**src/rtl/bomberman_kbd_pkg.sv**
```systemverilog
// Shared scancode constants, frame FSM states and the key-flag lookup used by
// the PS/2 keyboard decoder.
package bomberman_kbd_pkg;

   localparam logic [7:0] SC_EXT = 8'hE0;
   localparam logic [7:0] SC_BRK = 8'hF0;
   localparam logic [7:0] SC_UP  = 8'h75;
   localparam logic [7:0] SC_DN  = 8'h72;
   localparam logic [7:0] SC_LT  = 8'h6B;
   localparam logic [7:0] SC_RT  = 8'h74;
   localparam logic [7:0] SC_Z   = 8'h1A;
   localparam logic [7:0] SC_S   = 8'h1B;
   localparam logic [7:0] SC_Q   = 8'h15;
   localparam logic [7:0] SC_D   = 8'h23;

   typedef enum logic [1:0] {
      ST_IDLE,
      ST_DATA,
      ST_PARITY,
      ST_STOP
   } frame_state_e;

   typedef enum logic [2:0] {
      K_J1_UP, K_J1_DN, K_J1_LT, K_J1_RT,
      K_J2_UP, K_J2_DN, K_J2_LT, K_J2_RT
   } key_e;

   typedef struct packed {
      logic hit;
      key_e key;
   } key_hit_t;

   // Arrow keys only match behind the E0 prefix; the keypad twins share the byte.
   function automatic key_hit_t key_lookup(input logic ext, input logic [7:0] code);
      key_hit_t r;
      r.hit = 1'b1;
      r.key = K_J1_UP;
      if (ext) begin
         case (code)
            SC_UP:   r.key = K_J1_UP;
            SC_DN:   r.key = K_J1_DN;
            SC_LT:   r.key = K_J1_LT;
            SC_RT:   r.key = K_J1_RT;
            default: r.hit = 1'b0;
         endcase
      end else begin
         case (code)
            SC_Z:    r.key = K_J2_UP;
            SC_S:    r.key = K_J2_DN;
            SC_Q:    r.key = K_J2_LT;
            SC_D:    r.key = K_J2_RT;
            default: r.hit = 1'b0;
         endcase
      end
      return r;
   endfunction

endpackage

```
**src/rtl/ps2_key_decoder_if.sv**
```systemverilog
// Board-facing PS/2 pins plus the decoded key flags and raw byte stream
// handed to the game controller.
interface ps2_key_decoder_if;

   logic       ps2_clk;
   logic       ps2_data;
   logic       j1_up, j1_down, j1_left, j1_right;
   logic       j2_up, j2_down, j2_left, j2_right;
   logic [7:0] rx_byte;
   logic       rx_valid;
   logic       frame_err;

   modport slave (
      input  ps2_clk, ps2_data,
      output j1_up, j1_down, j1_left, j1_right,
      output j2_up, j2_down, j2_left, j2_right,
      output rx_byte, rx_valid, frame_err
   );

   modport master (
      output ps2_clk, ps2_data,
      input  j1_up, j1_down, j1_left, j1_right,
      input  j2_up, j2_down, j2_left, j2_right,
      input  rx_byte, rx_valid, frame_err
   );

endinterface

```
**src/rtl/ps2_rx_frame.sv**
```systemverilog
// PS/2 frame receiver: synchronises the keyboard lines, detects falling clock
// edges and assembles 11-bit frames, dropping stalled partial frames.
module ps2_rx_frame
   import bomberman_kbd_pkg::*;
#(
   parameter int TIMEOUT_CYC = 50000,
   parameter int SYNC_STAGES = 2
) (
   input  logic       clk,
   input  logic       reset_n,
   input  logic       ps2_clk,
   input  logic       ps2_data,
   output logic [7:0] rx_byte,
   output logic       rx_valid,
   output logic       frame_err
);

   localparam int TW = $clog2(TIMEOUT_CYC + 1);

   logic [SYNC_STAGES-1:0] clk_sync, data_sync;
   logic                   clk_prev;
   logic                   fall, data_bit;

   frame_state_e state, state_n;
   logic [2:0]   bit_cnt, bit_cnt_n;
   logic [7:0]   shreg, shreg_n, byte_n;
   logic         par_bit, par_bit_n;
   logic [TW-1:0] to_cnt, to_cnt_n;
   logic         valid_n, err_n, timeout_hit;

   // Synchronisers reset high: the idle PS/2 line is high, so no false edge leaves reset.
   always_ff @(posedge clk or negedge reset_n) begin
      if (!reset_n) begin
         clk_sync  <= '1;
         data_sync <= '1;
         clk_prev  <= 1'b1;
      end else begin
         clk_sync  <= {clk_sync[SYNC_STAGES-2:0], ps2_clk};
         data_sync <= {data_sync[SYNC_STAGES-2:0], ps2_data};
         clk_prev  <= clk_sync[SYNC_STAGES-1];
      end
   end

   assign fall        = clk_prev & ~clk_sync[SYNC_STAGES-1];
   assign data_bit    = data_sync[SYNC_STAGES-1];
   assign timeout_hit = (state != ST_IDLE) && (to_cnt == TW'(TIMEOUT_CYC));

   // NOTE: every always_comb output gets a default first, so no path can infer a latch.
   always_comb begin
      state_n   = state;
      bit_cnt_n = bit_cnt;
      shreg_n   = shreg;
      par_bit_n = par_bit;
      byte_n    = rx_byte;
      valid_n   = 1'b0;
      err_n     = 1'b0;
      to_cnt_n  = (fall || state == ST_IDLE) ? '0 : to_cnt + TW'(1);
      if (fall) begin
         case (state)
            ST_IDLE: if (!data_bit) begin
               state_n   = ST_DATA;
               bit_cnt_n = 3'd0;
            end
            ST_DATA: begin
               shreg_n   = {data_bit, shreg[7:1]};
               bit_cnt_n = bit_cnt + 3'd1;
               if (bit_cnt == 3'd7) state_n = ST_PARITY;
            end
            ST_PARITY: begin
               par_bit_n = data_bit;
               state_n   = ST_STOP;
            end
            ST_STOP: begin
               if (data_bit && (^{shreg, par_bit})) begin
                  valid_n = 1'b1;
                  byte_n  = shreg;
               end else begin
                  err_n = 1'b1;
               end
               state_n = ST_IDLE;
            end
            default: state_n = ST_IDLE;
         endcase
      end else if (timeout_hit) begin
         state_n  = ST_IDLE;
         err_n    = 1'b1;
         to_cnt_n = '0;
      end
   end

   // NOTE: sequential state uses non-blocking assignments so every register sees pre-edge values.
   always_ff @(posedge clk or negedge reset_n) begin
      if (!reset_n) begin
         state     <= ST_IDLE;
         bit_cnt   <= 3'd0;
         shreg     <= 8'h00;
         par_bit   <= 1'b0;
         to_cnt    <= '0;
         rx_byte   <= 8'h00;
         rx_valid  <= 1'b0;
         frame_err <= 1'b0;
      end else begin
         state     <= state_n;
         bit_cnt   <= bit_cnt_n;
         shreg     <= shreg_n;
         par_bit   <= par_bit_n;
         to_cnt    <= to_cnt_n;
         rx_byte   <= byte_n;
         rx_valid  <= valid_n;
         frame_err <= err_n;
      end
   end

endmodule

```
**src/rtl/ps2_key_decoder.sv**
```systemverilog
// Turns PS/2 set-2 make/break scancodes into level "key held" flags for the
// two players' direction commands.
module ps2_key_decoder
   import bomberman_kbd_pkg::*;
#(
   parameter int TIMEOUT_CYC = 50000,
   parameter int SYNC_STAGES = 2
) (
   input  logic               clk,
   input  logic               reset_n,
   ps2_key_decoder_if.slave   bus
);

   logic [7:0] rx_byte;
   logic       rx_valid, frame_err;
   logic       ext, brk;
   logic [7:0] keys;
   key_hit_t   hit;

   ps2_rx_frame #(
      .TIMEOUT_CYC (TIMEOUT_CYC),
      .SYNC_STAGES (SYNC_STAGES)
   ) u_rx (
      .clk       (clk),
      .reset_n   (reset_n),
      .ps2_clk   (bus.ps2_clk),
      .ps2_data  (bus.ps2_data),
      .rx_byte   (rx_byte),
      .rx_valid  (rx_valid),
      .frame_err (frame_err)
   );

   assign hit = key_lookup(ext, rx_byte);

   // Prefixes survive frame errors; only a real non-prefix byte consumes them.
   always_ff @(posedge clk or negedge reset_n) begin
      if (!reset_n) begin
         ext  <= 1'b0;
         brk  <= 1'b0;
         keys <= 8'h00;
      end else if (rx_valid) begin
         if (rx_byte == SC_EXT) begin
            ext <= 1'b1;
         end else if (rx_byte == SC_BRK) begin
            brk <= 1'b1;
         end else begin
            if (hit.hit) keys[hit.key] <= ~brk;
            ext <= 1'b0;
            brk <= 1'b0;
         end
      end
   end

   assign bus.j1_up     = keys[K_J1_UP];
   assign bus.j1_down   = keys[K_J1_DN];
   assign bus.j1_left   = keys[K_J1_LT];
   assign bus.j1_right  = keys[K_J1_RT];
   assign bus.j2_up     = keys[K_J2_UP];
   assign bus.j2_down   = keys[K_J2_DN];
   assign bus.j2_left   = keys[K_J2_LT];
   assign bus.j2_right  = keys[K_J2_RT];
   assign bus.rx_byte   = rx_byte;
   assign bus.rx_valid  = rx_valid;
   assign bus.frame_err = frame_err;

endmodule
```
**src/flat_wrapper.sv**
```systemverilog
// flat-port wrapper written by rule: the top's interface ports become plain ports
module ps2_key_decoder_flat import bomberman_kbd_pkg::*;
#(
   parameter int TIMEOUT_CYC = 50000,
   parameter int SYNC_STAGES = 2
)
  (clk, reset_n, bus_ps2_clk, bus_ps2_data, bus_j1_up, bus_j1_down, bus_j1_left, bus_j1_right, bus_j2_up, bus_j2_down, bus_j2_left, bus_j2_right, bus_rx_byte, bus_rx_valid, bus_frame_err);
  ps2_key_decoder_if bus_i ();
  input  logic clk;
  input  logic reset_n;
  input wire logic [$bits(bus_i.ps2_clk)-1:0] bus_ps2_clk;
  input wire logic [$bits(bus_i.ps2_data)-1:0] bus_ps2_data;
  output wire logic [$bits(bus_i.j1_up)-1:0] bus_j1_up;
  output wire logic [$bits(bus_i.j1_down)-1:0] bus_j1_down;
  output wire logic [$bits(bus_i.j1_left)-1:0] bus_j1_left;
  output wire logic [$bits(bus_i.j1_right)-1:0] bus_j1_right;
  output wire logic [$bits(bus_i.j2_up)-1:0] bus_j2_up;
  output wire logic [$bits(bus_i.j2_down)-1:0] bus_j2_down;
  output wire logic [$bits(bus_i.j2_left)-1:0] bus_j2_left;
  output wire logic [$bits(bus_i.j2_right)-1:0] bus_j2_right;
  output wire logic [$bits(bus_i.rx_byte)-1:0] bus_rx_byte;
  output wire logic [$bits(bus_i.rx_valid)-1:0] bus_rx_valid;
  output wire logic [$bits(bus_i.frame_err)-1:0] bus_frame_err;
  assign bus_i.ps2_clk = bus_ps2_clk;
  assign bus_i.ps2_data = bus_ps2_data;
  assign bus_j1_up = bus_i.j1_up;
  assign bus_j1_down = bus_i.j1_down;
  assign bus_j1_left = bus_i.j1_left;
  assign bus_j1_right = bus_i.j1_right;
  assign bus_j2_up = bus_i.j2_up;
  assign bus_j2_down = bus_i.j2_down;
  assign bus_j2_left = bus_i.j2_left;
  assign bus_j2_right = bus_i.j2_right;
  assign bus_rx_byte = bus_i.rx_byte;
  assign bus_rx_valid = bus_i.rx_valid;
  assign bus_frame_err = bus_i.frame_err;
  ps2_key_decoder #(.TIMEOUT_CYC(TIMEOUT_CYC), .SYNC_STAGES(SYNC_STAGES)) u_core (.clk(clk), .reset_n(reset_n), .bus(bus_i));
endmodule
```
**config.mk**
```make
export PLATFORM = sky130hd
export DESIGN_NAME = ps2_key_decoder_flat
export DESIGN_NICKNAME = d
export VERILOG_FILES = /design/src/rtl/bomberman_kbd_pkg.sv /design/src/rtl/ps2_key_decoder_if.sv /design/src/rtl/ps2_rx_frame.sv /design/src/rtl/ps2_key_decoder.sv /design/src/flat_wrapper.sv
export SDC_FILE = /design/constraint.sdc
export NUM_CORES = 1
export LEC_CHECK = 0
export BUFFER_PORTS_ARGS = -buffer_cell sky130_fd_sc_hd__buf_4
export CAP_MARGIN = 20
export CORE_MARGIN = 2
export CORE_UTILIZATION = 40
export DETAILED_ROUTE_END_ITERATION = 6
export PLACE_DENSITY = 0.67
export SLEW_MARGIN = 10
export SYNTH_ARGS = -nofsm -noshare
export SYNTH_HDL_FRONTEND = slang
export SYNTH_SLANG_ARGS = --single-unit
```
**constraint.sdc**
```tcl
create_clock -name clk -period 2.24 [get_ports clk]
set_input_delay 0.224 -clock clk [delete_from_list [all_inputs] [get_ports clk]]
set_output_delay 0.224 -clock clk [all_outputs]
set_load 0.02 [all_outputs]
```
==> summary.md <==
| Metric | Value |
|---|---|
| Startpoint types | flop |
| Net Sw Power | 1.04 mW |
| FP Rows | 29 |
| Utilization after layout | 0.475 |
| DP HPWL | 3040 um |
| Post-synth EDFFs | 0 |
| Register area share after synthesis | 0.522 |
| Switching share of power | 0.344 |
| Int Power | between 1.5 and 2 mW |
| Die Y | 85.4 um |
| Fmax | approximately 520 MHz |
| Total Routed Length | approximately 4400 um |
| CTS clk-pin slew, worst paths | 90 ps |
| Critical Setup Path Class | reg2reg |
| Initial DRC count | 62 |
| GR Util All Layers | 0.132 |
| Clock network power share | 0.198 |
| Final Non-Filler Cells | approximately 350 |
| First-pass GRT wire length | slightly below 8000 um |
| Register share of total power | 0.468 |
| Clock skew | slightly below 8 ps |
| FILL cells | 600 |
| Final Hold Viols | 0 |
| GP Congestion | ~0.85 |
| Combinational Power Share | 0.334 |
| Post-CTS Resized | 0 |
| Vias | approximately 1.7k |
| CORE AREA | 0.00639 mm2 |
| Worst vdd ir | 0.000563 V |
| CP Max Fanout | 9 |
| Share of the synthesized area in the top cell type | 0.473 |
| Final ANT Viol Nets | 0 |
| Routed len/inst | about 13 um |
| Most frequent cells in the layout | dfrtp_1, nor2_1, buf_4 |
| H-tree Lvls | 2 |
| Initial core utilization | 0.415 |
| Layout cells sized above 1 | 0.210 |
| DRC | 0 |
| Max-slew violation count | 0 |
| Total chip power | around 3 mW |
| DIE AREA | between 0.007 and 0.008 mm2 |
| Area added between synthesis and finish | 14.5% |
| Synth area leader | dfrtp_1 |
| Synthesized instance count | between 200 and 250 |
| CP Data Arrival Time | roughly 2100 ps |
| Tcrit/Tclk final | 0.866 |
| Clk buf depth | 2 |
| N_diodes | 0 |
| Ys flop type | dfrtp_1 |
| Net Count, Synth | ~250 |
| TritonCTS clock tree | done |
| Syn Std Cell Area | around 0.0026 mm2 |
| Setup TNS | 0 ps |
| Area contributors post-synth | dfrtp_1, mux2_2, dfstp_2, ha_1, nor2_1 |
| Largest net degree at the start of global routing | 56 |
| TritonRoute pass-1 iters | 4 |
| DP Cell Count | 337 |
| Clock Sinks | 55 |
| Io pins | 22 |
| Total CTS buffers | 5 |
| RSZ-0062 raised after global routing | no |
| WP data required | around 2400 ps |
| Slew Limit Headroom | 0.550 |
| Reg area | about 0.0014 mm2 |
| Worst min-delay path category | reg2reg |
| Avg Cell Area, Syn | between 10 and 15 um2 |
| Pwr dens | around 990 mW/mm2 |
| Clock period minus worst slack | a little under 2000 ps |
| Grt ovf | 0 |
| Distinct cell type count after synthesis | 41 |
| Multi-input logic area | roughly 0.0012 mm2 |
| Outcome | finished, final reports clean |
| Antenna violations before repair | 0 |
| Slew @ Worst Pin | about 670 ps |
| Number of global-route vias before repair | around 1.7k |
| Port buffer count | 21 |
| # setup viols final | 0 |
| MaxCap Viol Count | 0 |
| Ys async rst share | 1.00 |
| Root Driver | clkbuf_8 |
| Warnings, synthesis | 0 |
| Crit end category | flop |
| Die W | around 85 um |
| Leak | ~1.4 nW |
| Final #Nets | 282 |
| Vias per cell | between 4 and 5 |
| Seq cells post-synth | 55 |
| Most common cell after layout, fill and taps aside | dfrtp_1 |
| Worst skew pair latency | 310 ps |
## cells by family after synthesis
kind of cell,synth area share
and+or+nand+nor,0.170
DFF,0.522
muxes,0.0992
AOI/OAI and AO/OA,0.0591
buffers and inverters,0.0345
xor gates and xnor gates,0.0775
adders and majority gates,0.0378
## power by group through the flow
stage	clock network [mW]	logic, mW	registers [mW]
3_3_place_gp	0	0.984	1.42
6_report	0.595	1.00	1.41
4_1_cts	0.615	1.02	1.41
5_1_grt	0.652	1.12	1.45
2_1_floorplan	0	0.782	1.41
3_5_place_dp	0	1.01	1.43
## metal layers
| layer | vias up | global-route usage | part of all wire |
|---|---|---|---|
| li1 | 882 | - | - |
| met2 | 24 | 0.202 | 0.45 |
| met4 | 0 | 0.0418 | 0.0095 |
| met3 | 6 | 0.0379 | 0.044 |
| met5 | - | 0 | 0 |
| met1 | 805 | 0.182 | 0.50 |
## state kept, by name, indices dropped and copies added (netlist names)
signal,cells
u_core.u_rx.to_cnt,16
u_core.keys,8
u_core.u_rx.rx_byte,8
u_core.u_rx.shreg,8
u_core.u_rx.bit_cnt,3
u_core.u_rx.clk_sync,2
u_core.u_rx.data_sync,2
u_core.u_rx.state,2
u_core.brk,1
u_core.ext,1
u_core.u_rx.clk_prev,1
u_core.u_rx.frame_err,1
u_core.u_rx.par_bit,1
u_core.u_rx.rx_valid,1
## worst paths after layout
path | start | endpoint | slack [ps] | depth (start not counted)
min reg2reg | u_core.u_rx.data_sync[0]$_DFF_PN1_ | u_core.u_rx.data_sync[1]$_DFF_PN1_ | 360 | 0
min in group asynchronous | reset_n | u_core.u_rx.rx_byte[2]$_DFFE_PN0P_ | 490 | 2
max | u_core.u_rx.shreg[1]$_DFFE_PN0P_ | u_core.u_rx.rx_byte[7]$_DFFE_PN0P_ | 300 | 5
max in group asynchronous | reset_n | u_core.u_rx.bit_cnt[1]$_DFFE_PN0P_ | 1300 | 2
min | u_core.u_rx.data_sync[0]$_DFF_PN1_ | u_core.u_rx.data_sync[1]$_DFF_PN1_ | 360 | 0
max reg2reg | u_core.u_rx.shreg[1]$_DFFE_PN0P_ | u_core.u_rx.rx_byte[7]$_DFFE_PN0P_ | 300 | 5
## Yosys cell counts, types with 2 or more instances
master and n:
xnor2_1 11, nor3b_1 2, a21oi_1 6, dfrtp_1 50, nand4_1 8, xor2_1 8, nor3_1 3, mux2_2 18
nor2_1 26, nand2_1 22, clkbuf_1 2, ha_1 8, nand3_1 8, mux2i_1 6, a32o_1 3, a21boi_0 2
dfstp_2 5, nor2b_1 6, inv_1 18, o21ai_0 5, o31ai_1 3, nor4_1 2
## through the flow
step                      hold slack [ps]  area, um2  setup slack, ps
after detailed placement              319       2900              326
after CTS                            9.48       3010              279
after global placement                313       2900              337
after floorplan                     -71.6       2650              424
after global routing                  364       3030              151
final                                 360       3030              300
## layout make-up
type | instances | share of cell area
multi-input combinational | 163 | 0.387
tap | 77 | 0.0318
timing repair buffer | 27 | 0.0694
clock buffer | 8 | 0.0330
sequential | 55 | 0.456
inverter | 18 | 0.0223
## worst max-delay path, cell delays in order (launching register included)
cell	delay, ps
dfrtp_1	420
xnor2_1	170
xnor3_1	440
xnor2_2	250
nand4_4	220
mux2_2	330
## what timing repair did
| item | in CTS | in global routing |
|---|---|---|
| hold endpoints to repair | 50 | 2 |
| buffers inserted | 0 | 0 |
| hold buffers | 1 | 2 |
Note: power is estimated with default switching activity, not from simulation.
